===== src/rtl/opl2_pkg.sv =====
// Shared OPL2 constants and types, extended with the multi-bank tremolo LFO
// definitions. Optional feature macro used by the tremolo files:
// TREMOLO_LFO_SYNC_EN.
package opl2_pkg;

    localparam int OP_NUM_WIDTH    = 5;
    localparam int AM_VAL_WIDTH    = 5;

    localparam int TREMOLO_PEAK    = 26;
    localparam int TREMOLO_SHIFT   = 8;
    localparam int TREMOLO_DEPTH_W = 2;

    typedef enum logic [TREMOLO_DEPTH_W-1:0] {
        TREM_SHALLOW = 2'd0,
        TREM_DEEP    = 2'd1,
        TREM_MID     = 2'd2,
        TREM_OFF     = 2'd3
    } tremolo_depth_t;

    // Width of a bank selector; a single bank still gets a 1-bit select.
    function automatic int bank_sel_w(input int n);
        return (n > 1) ? $clog2(n) : 1;
    endfunction

endpackage


===== src/rtl/tremolo_lfo_multi_if.sv =====
// Operator-side bus of the multi-bank tremolo LFO: sample strobe, operator
// slot, bank select, per-bank configuration and the AM/wrap results.
// Optional macro TREMOLO_LFO_SYNC_EN adds the per-bank lfo_sync lines.
interface tremolo_lfo_multi_if
    import opl2_pkg::*;
#(
    parameter int NUM_BANKS = 2,
    parameter int STEP_W    = 3
);
    localparam int BANK_W = bank_sel_w(NUM_BANKS);

    logic                                sample_clk_en;
    logic [OP_NUM_WIDTH-1:0]             op_num;
    logic [BANK_W-1:0]                   bank_num;
    logic [NUM_BANKS-1:0][1:0]           dam;
    logic [NUM_BANKS-1:0][STEP_W-1:0]    step;
`ifdef TREMOLO_LFO_SYNC_EN
    logic [NUM_BANKS-1:0]                lfo_sync;
`endif
    logic [AM_VAL_WIDTH-1:0]             am_val_p2;
    logic [NUM_BANKS-1:0]                lfo_wrap;

    modport master (
        output sample_clk_en, op_num, bank_num, dam, step,
`ifdef TREMOLO_LFO_SYNC_EN
        output lfo_sync,
`endif
        input  am_val_p2, lfo_wrap
    );

    modport slave (
        input  sample_clk_en, op_num, bank_num, dam, step,
`ifdef TREMOLO_LFO_SYNC_EN
        input  lfo_sync,
`endif
        output am_val_p2, lfo_wrap
    );

endinterface


===== src/rtl/tremolo_lfo_bank.sv =====
// One tremolo LFO bank: index counter with remainder-preserving wrap and a
// symmetric triangle shaper. With TREMOLO_LFO_SYNC_EN defined a sync input
// clears the index and overrides an advance in the same cycle.
module tremolo_lfo_bank
    import opl2_pkg::*;
#(
    parameter int PEAK   = TREMOLO_PEAK,
    parameter int SHIFT  = TREMOLO_SHIFT,
    parameter int STEP_W = 3,
    parameter int IDX_W  = 15,
    parameter int TRI_W  = AM_VAL_WIDTH
) (
    input  logic              clk,
    input  logic              reset,
    input  logic              advance_i,
    input  logic [STEP_W-1:0] step_i,
`ifdef TREMOLO_LFO_SYNC_EN
    input  logic              sync_i,
`endif
    output logic [TRI_W-1:0]  tri_val_o,
    output logic              wrap_o
);

    localparam logic [IDX_W:0] MAX_COUNT = (IDX_W+1)'((2*PEAK + 2) << SHIFT);

    logic [IDX_W-1:0] idx_q, idx_d;
    logic             wrap_q, wrap_d;
    logic [IDX_W:0]   sum;
    logic [IDX_W-1:0] raw;

    // One extra bit so idx + step can never overflow before the wrap test.
    assign sum = {1'b0, idx_q} + {{(IDX_W+1-STEP_W){1'b0}}, step_i};

    // Next index: advance with remainder-preserving wrap; sync wins.
    always_comb begin
        idx_d  = idx_q;
        wrap_d = 1'b0;
        if (advance_i) begin
            if (sum >= MAX_COUNT) begin
                idx_d  = IDX_W'(sum - MAX_COUNT);
                wrap_d = 1'b1;
            end else begin
                idx_d  = sum[IDX_W-1:0];
            end
        end
`ifdef TREMOLO_LFO_SYNC_EN
        if (sync_i) begin
            idx_d  = '0;
            wrap_d = 1'b0;
        end
`endif
    end

    // Index and wrap-pulse state.
    always_ff @(posedge clk) begin
        if (reset) begin
            idx_q  <= '0;
            wrap_q <= 1'b0;
        end else begin
            idx_q  <= idx_d;
            wrap_q <= wrap_d;
        end
    end

    // Triangle: rising 0..PEAK, then mirrored PEAK..0 on the upper half.
    assign raw       = idx_q >> SHIFT;
    assign tri_val_o = (raw <= IDX_W'(PEAK)) ? TRI_W'(raw)
                                             : TRI_W'(IDX_W'(2*PEAK + 1) - raw);
    assign wrap_o    = wrap_q;

endmodule


===== src/rtl/tremolo_lfo_multi.sv =====
// Multi-bank tremolo LFO: NUM_BANKS independent triangle LFOs advanced on
// operator slot 0 of each sample, a bank mux (p1) and a depth map (p2)
// giving the AM offset two clocks after the operator is presented.
// Optional macro TREMOLO_LFO_SYNC_EN enables per-bank index sync.
module tremolo_lfo_multi
    import opl2_pkg::*;
#(
    parameter int NUM_BANKS = 2,
    parameter int PEAK      = TREMOLO_PEAK,
    parameter int SHIFT     = TREMOLO_SHIFT,
    parameter int STEP_W    = 3,
    parameter int IDX_W     = 15
) (
    input  logic                  clk,
    input  logic                  reset,
    tremolo_lfo_multi_if.slave    bus
);

    localparam int BANK_W = bank_sel_w(NUM_BANKS);

    logic                                 advance;
    logic [NUM_BANKS-1:0][AM_VAL_WIDTH-1:0] tri_all;
    logic [NUM_BANKS-1:0]                 wrap_all;
    logic [BANK_W-1:0]                    sel_bank;

    logic [AM_VAL_WIDTH-1:0] sel_tri_q, sel_tri_d;
    tremolo_depth_t          sel_dam_q, sel_dam_d;
    logic [AM_VAL_WIDTH-1:0] am_val_q,  am_val_d;

    // All banks advance together once per sample, on operator slot 0.
    assign advance = bus.sample_clk_en && (bus.op_num == '0);

    generate
        for (genvar gi = 0; gi < NUM_BANKS; gi++) begin : g_bank
            tremolo_lfo_bank #(
                .PEAK   (PEAK),
                .SHIFT  (SHIFT),
                .STEP_W (STEP_W),
                .IDX_W  (IDX_W),
                .TRI_W  (AM_VAL_WIDTH)
            ) u_bank (
                .clk       (clk),
                .reset     (reset),
                .advance_i (advance),
                .step_i    (bus.step[gi]),
`ifdef TREMOLO_LFO_SYNC_EN
                .sync_i    (bus.lfo_sync[gi]),
`endif
                .tri_val_o (tri_all[gi]),
                .wrap_o    (wrap_all[gi])
            );
        end
    endgenerate

    // Out-of-range bank numbers fall back to bank 0.
    always_comb begin
        sel_bank = bus.bank_num;
        if ({1'b0, bus.bank_num} >= (BANK_W+1)'(NUM_BANKS))
            sel_bank = '0;
    end

    // p1 next state: triangle and depth mode of the selected bank.
    always_comb begin
        sel_tri_d = tri_all[sel_bank];
        sel_dam_d = tremolo_depth_t'(bus.dam[sel_bank]);
    end

    // p2 next state: depth map applied to the selected triangle.
    always_comb begin
        am_val_d = '0;
        case (sel_dam_q)
            TREM_SHALLOW: am_val_d = sel_tri_q >> 2;
            TREM_DEEP:    am_val_d = sel_tri_q;
            TREM_MID:     am_val_d = sel_tri_q >> 1;
            TREM_OFF:     am_val_d = '0;
            default:      am_val_d = '0;
        endcase
    end

    // Two-stage output pipeline, running every cycle.
    always_ff @(posedge clk) begin
        if (reset) begin
            sel_tri_q <= '0;
            sel_dam_q <= TREM_SHALLOW;
            am_val_q  <= '0;
        end else begin
            sel_tri_q <= sel_tri_d;
            sel_dam_q <= sel_dam_d;
            am_val_q  <= am_val_d;
        end
    end

    assign bus.am_val_p2 = am_val_q;
    assign bus.lfo_wrap  = wrap_all;

endmodule


===== src/flat_wrapper.sv =====
// flat-port wrapper written by rule: the top's interface ports become plain ports
module tremolo_lfo_multi_flat import opl2_pkg::*;
#(
    parameter int NUM_BANKS = 2,
    parameter int PEAK      = TREMOLO_PEAK,
    parameter int SHIFT     = TREMOLO_SHIFT,
    parameter int STEP_W    = 3,
    parameter int IDX_W     = 15
)
  (clk, reset, bus_sample_clk_en, bus_op_num, bus_bank_num, bus_dam, bus_step, bus_am_val_p2, bus_lfo_wrap);
  tremolo_lfo_multi_if #(.NUM_BANKS(NUM_BANKS), .STEP_W(STEP_W)) bus_i ();
  input  logic clk;
  input  logic reset;
  input wire logic [$bits(bus_i.sample_clk_en)-1:0] bus_sample_clk_en;
  input wire logic [$bits(bus_i.op_num)-1:0] bus_op_num;
  input wire logic [$bits(bus_i.bank_num)-1:0] bus_bank_num;
  input wire logic [$bits(bus_i.dam)-1:0] bus_dam;
  input wire logic [$bits(bus_i.step)-1:0] bus_step;
  output wire logic [$bits(bus_i.am_val_p2)-1:0] bus_am_val_p2;
  output wire logic [$bits(bus_i.lfo_wrap)-1:0] bus_lfo_wrap;
  assign bus_i.sample_clk_en = bus_sample_clk_en;
  assign bus_i.op_num = bus_op_num;
  assign bus_i.bank_num = bus_bank_num;
  assign bus_i.dam = bus_dam;
  assign bus_i.step = bus_step;
  assign bus_am_val_p2 = bus_i.am_val_p2;
  assign bus_lfo_wrap = bus_i.lfo_wrap;
  tremolo_lfo_multi #(.NUM_BANKS(NUM_BANKS), .PEAK(PEAK), .SHIFT(SHIFT), .STEP_W(STEP_W), .IDX_W(IDX_W)) u_core (.clk(clk), .reset(reset), .bus(bus_i));
endmodule

===== config.mk =====
export PLATFORM = sky130hd
export DESIGN_NAME = tremolo_lfo_multi_flat
export DESIGN_NICKNAME = d
export VERILOG_FILES = /design/src/rtl/opl2_pkg.sv /design/src/rtl/tremolo_lfo_multi_if.sv /design/src/rtl/tremolo_lfo_bank.sv /design/src/rtl/tremolo_lfo_multi.sv /design/src/flat_wrapper.sv
export SDC_FILE = /design/constraint.sdc
export NUM_CORES = 1
export LEC_CHECK = 0
export BUFFER_PORTS_ARGS = -buffer_cell sky130_fd_sc_hd__buf_4
export CORE_MARGIN = 2
export CORE_UTILIZATION = 30
export DETAILED_ROUTE_END_ITERATION = 8
export HOLD_SLACK_MARGIN = 0.06
export SLEW_MARGIN = 40
export SYNTH_ARGS = -nofsm -noshare
export SYNTH_HDL_FRONTEND = slang
export SYNTH_SLANG_ARGS = --single-unit

===== constraint.sdc =====
create_clock -name clk -period 5.1 [get_ports clk]
set_clock_uncertainty 0.05 [all_clocks]
set_input_delay 0.255 -clock clk [delete_from_list [all_inputs] [get_ports clk]]
set_output_delay 0.255 -clock clk [all_outputs]
set_load 0.01 [all_outputs]

# Yosys cells after proc, flatten, opt, wreduce, memory -nomap -nowiden
# Index checks and enable logic that the tools add are counted.
# Widths: inputs -> output; s select.
# op_classes
n_addsub	6
n_lt_le_gt_ge	5
eq_ne	3
muxes	11
n_bitwise	1
reduce_logical	4
# op_table
op	count
$add 15x3->16	2
$ge 16x14->1 const B	2
$mux 15	2
$sub 15x14->15 const B	2
$mux 5	4
$pmux 5 s4	1
$le 7x5->1 const B	2
$sub 5x5->5 const A	2
$logic_not 5->1	1
$eq 2x2->1 const B	2
$mux 2	2
$eq 2x1->1 const B	1
$logic_not 2->1	1
$lt 1x2->1 const B	1
$mux 1	2
$reduce_or 2->1	1
$logic_and 1x1->1	1
$not 1->1	1
# word_totals
ff_bits	44

# Depth between registers and ports, before layout
# logic_depth
word_depth	4
mapped_depth	10
depth_no_buf	10

# Cells and area by module
# A second synthesis with hierarchy kept.
# hier_totals
hier_cells	361
hier_area_um2	3131.8
# modules_own_cells
module	instances	cells_each	area_each_um2
tremolo_lfo_bank at u_core.g_bank[1].u_bank	1	156	1385.1
tremolo_lfo_bank at u_core.g_bank[0].u_bank	1	159	1282.5
tremolo_lfo_multi	1	46	464.2

# Worst setup path after synthesis
# OpenSTA, ideal clock, no wires.
# synth_path
kind	register to register
from	reg u_core.g_bank[1].u_bank.idx_q[0]
to	reg u_core.g_bank[1].u_bank.idx_q[11]
arrival_time_ps	2923
required_time_ps	4927
slack_ps	2004
stages_incl_launch_ff	11
cell_sequence	dfxtp_1 -> ha_1 -> fa_1 -> a211o_1 -> a211o_1 -> nand3b_1 -> a22o_1 -> a311oi_2 -> or4_1 -> a21oi_1 -> mux2_1
# synth_via
elab_chain_len	3
elab_cells_between_ends	4
# synth_lines
item	line	rtl
start, declared	tremolo_lfo_bank.sv:26	logic [IDX_W-1:0] idx_q, idx_d;
start signal, assigned	tremolo_lfo_bank.sv:60	idx_q <= idx_d;
$add 15x3->16 *	tremolo_lfo_bank.sv:32	assign sum = {1'b0, idx_q} + {{(IDX_W+1-STEP_W){1'b0}}, step_i};
$sub 15x14->15 or $ge 16x14->1 (tied branches)	tremolo_lfo_bank.sv:40, tremolo_lfo_bank.sv:39	
$mux 15 *	tremolo_lfo_bank.sv:39	if (sum >= MAX_COUNT) begin
# Every way passes the cells marked *; elsewhere a longest branch is shown, timed or not.
# A chain may end at the register's enable or synchronous reset.

# Worst setup path in the final report
# Ends and elaborated chain as after synthesis.

==> results.cfg <==
[timing]
min_period_ps = 3419
finalWorstSetupSlack_ps = 1681
final.period_utilization_pct = 67.04
totalNegativeSetupSlack_ps = 0
setup_viol = 0
finalMaxSlewViolations = 0
max_slew_margin_pct = 56.59
worst_slew_pin_slew_ps = 633.0
hold_ws_ps = 150.9
timing.fmax_mhz = 292.5
rsz0062_at_grt = false
final_hold_viol_count = 0

[logic_synthesis]
synthesis.nets = 405
ys_seq_area_share_pct = 29.78
ys_seq_elements = 44
netlist.area_leader.share_pct = 29.78
mappedNetlistArea_um2 = 2958
synth.avg_cell_area_um2 = 7.951
synth_edf_count = 0
synth-main-ff-cell = dfxtp_1
synth.most_common_cell = nor2_1
yosysTopAreaCell = dfxtp_1
synth_cells = 372
ys_top_cells_by_count = nor2_1, dfxtp_1, nand2_1
synth.distinct_cells = 56
yosysWarnings = 0
synth_top_cells_by_area = dfxtp_1, nor2_1, a21oi_1
async_reset_ff_share_pct = 0

[die]
io_pins = 26
fp.dieW_um = 103.3
die_h_um = 103.3
rows = 36
initial_core_util_pct = 30.54
design.core.area_um2 = 9684
die_area_um2 = 10670

[setup_path]
reg2reg_from = u_core.g_bank[1].u_bank.idx_q[0]
critPathMaxFanout = 7
path_cells = ha_1 -> fa_1 -> a211o_1 -> a211o_1 -> nand3b_1 -> a22o_1 -> a311oi_2 -> or4_1 -> a21oi_1 -> mux2_1
setup.worst_path.end_class = register
path_delay_family = compound AO/OA/AOI/OAI gates
cpMostUsedCell = a211o_1
arrival_ps = 3560
required_ps = 5250
cp-start-kind = register
crit_path_max_incr_delay_ps = 510
critPathBufInv = 0
critPathSlowestCell = or4_1
critPathKind = register to register
path_depth = 10
r2r_cells = 10
cp-startpoint = u_core.g_bank[1].u_bank.idx_q[0]

[final_layout]
antennaDiodeCount = 0
layout-drive-gt1-share_pct = 12.14
stdcell_area_um2 = 3363
fin_util_pct = 34.73
syn_to_final_growth_pct = 13.71
finalNonFillerCells = 520
fillerInstances = 1004
final_nets = 419

[clock_tree]
root_buffer = clkbuf_8
clock_path_buffers = 2
clk_pin_slew_worst_paths_ps = 90
htree_levels = 2
clkLatencyLatePin_ps = 300
cts.sinks = 44
cts_hold_buffers = 0
cts_inserted_buffers = 5
cts_setup_buffers = 0
tritoncts = done
cts_resized = 0

[placed_design]
port_buffers = 25
dp_hpwl_mm = 4.679
placedCellCount = 512
place_congestion = 0.8714
dpl_cell_area_um2 = 3242
pre_cts_ws_ps = 1662

[global_route]
grt_pass1_wl_mm = 10.72
grt_pass1_vias = 2355
grt_max_degree = 51
grt.overflow.total = 0
grt.total_usage_pct = 12.48
antenna_found_initial = 0

[route]
highest_layer = met4
wl_per_cell_um = 12.54
ant_nets = 0
met1_length_mm = 3.083
via_per_inst = 5.094
vias = 2649
routed_wl_mm = 6.521
met3_length_um = 291
wl_met2_mm = 2.997
post-route-drc-count = 0
drt_iter0_markers = 137
drt_first_pass_iters = 4

[run]
max-cap-violations = 0

[power_and_ir_drop]
p_leak_nw = 1.303
power_density_nw_per_um2 = 200.8
ir_drop_mv = 0.1233
fin_total_pwr_mw = 0.6753

[worst_hold_path]
min_from = bus_dam[1]
min_path_type = primary input to register
holdPathStages = 3

[outcome]
status = completed
-- layout make-up --
type                            instances  area, um2  share of cell area (%)
Clock buffer                            6      82.58                   2.455
Clock inverter                          2      38.79                   1.153
Inverter                                7      26.28                  0.7812
Multi-Input combinational cell        301       1966                   58.45
Sequential cell                        44      880.8                   26.19
Tap cell                              133      166.4                   4.948
Timing Repair Buffer                   27      202.7                   6.027
-- where the power goes --
group	internal (mW)	switching [mW]
sequential	0.347	0.00304
clock	0.160	0.126
combinational	0.0187	0.0206
-- cell usage in the layout, fill, tap and decap left out, types with 2 or more instances in the layout --
| cell type | instances |
|---|---|
| nand4_1 | 7 |
| buf_4 | 27 |
| and3b_1 | 3 |
| a21oi_1 | 30 |
| nor4_1 | 7 |
| nor2_1 | 55 |
| or3_1 | 2 |
| a311oi_1 | 4 |
| nand3_1 | 10 |
| and4_1 | 2 |
| mux2_2 | 3 |
| nor3b_1 | 2 |
| clkbuf_8 | 6 |
| nand2b_1 | 7 |
| a21o_1 | 8 |
| nor2b_1 | 3 |
| and3_1 | 8 |
| xor2_1 | 14 |
| a211oi_1 | 10 |
| o21ai_0 | 10 |
| and2_1 | 3 |
| ha_1 | 12 |
| mux2i_1 | 10 |
| o31ai_1 | 3 |
| dfxtp_1 | 44 |
| nand3b_1 | 4 |
| inv_1 | 7 |
| a211o_1 | 2 |
| nor3_1 | 11 |
| a31oi_1 | 3 |
| fa_1 | 2 |
| xnor2_1 | 9 |
| nor4_4 | 2 |
| a31o_1 | 2 |
| nand2_1 | 35 |
-- routing by layer --
metal  up-vias  GRT usage [%]
met5         -              0
met4         0          5.668
met3        13          2.151
met2        63          21.03
met1      1210          15.57
li1       1363              -
-- sequential cells by signal, indices dropped and copies added, names as in the netlist --
signal,flops
u_core.sel_dam_q,2
u_core.g_bank.u_bank.idx_q,30
u_core.bus.am_val_p2,5
u_core.sel_tri_q,5
u_core.g_bank.u_bank.wrap_o,2
-- worst min-delay path, delay by kind of cell --
family / cells / cell delay, ps
multiplexers: 1 / 60
AND/OR/NAND/NOR: 1 / 80
buffers and inverters: 1 / 80
-- path summary, 6_finish.rpt --
kind / endpoint / slack [ps]
worst max-delay path: u_core.g_bank[1].u_bank.idx_q[11] / 1680
worst min-delay path: u_core.sel_dam_q[1] / 150
worst max register to register: u_core.g_bank[1].u_bank.idx_q[11] / 1680
worst min register to register: u_core.g_bank[1].u_bank.idx_q[0] / 410
-- cells by family after synthesis --
family          after synthesis  synth area share, %
mux                          14                4.907
buf+inv                      27                3.765
fa+ha+maj                    14                6.430
flops                        44                29.78
compound gates               82                18.53
simple gates                168                29.78
xor+xnor                     23                6.811
(Power assumes the default switching activity.)
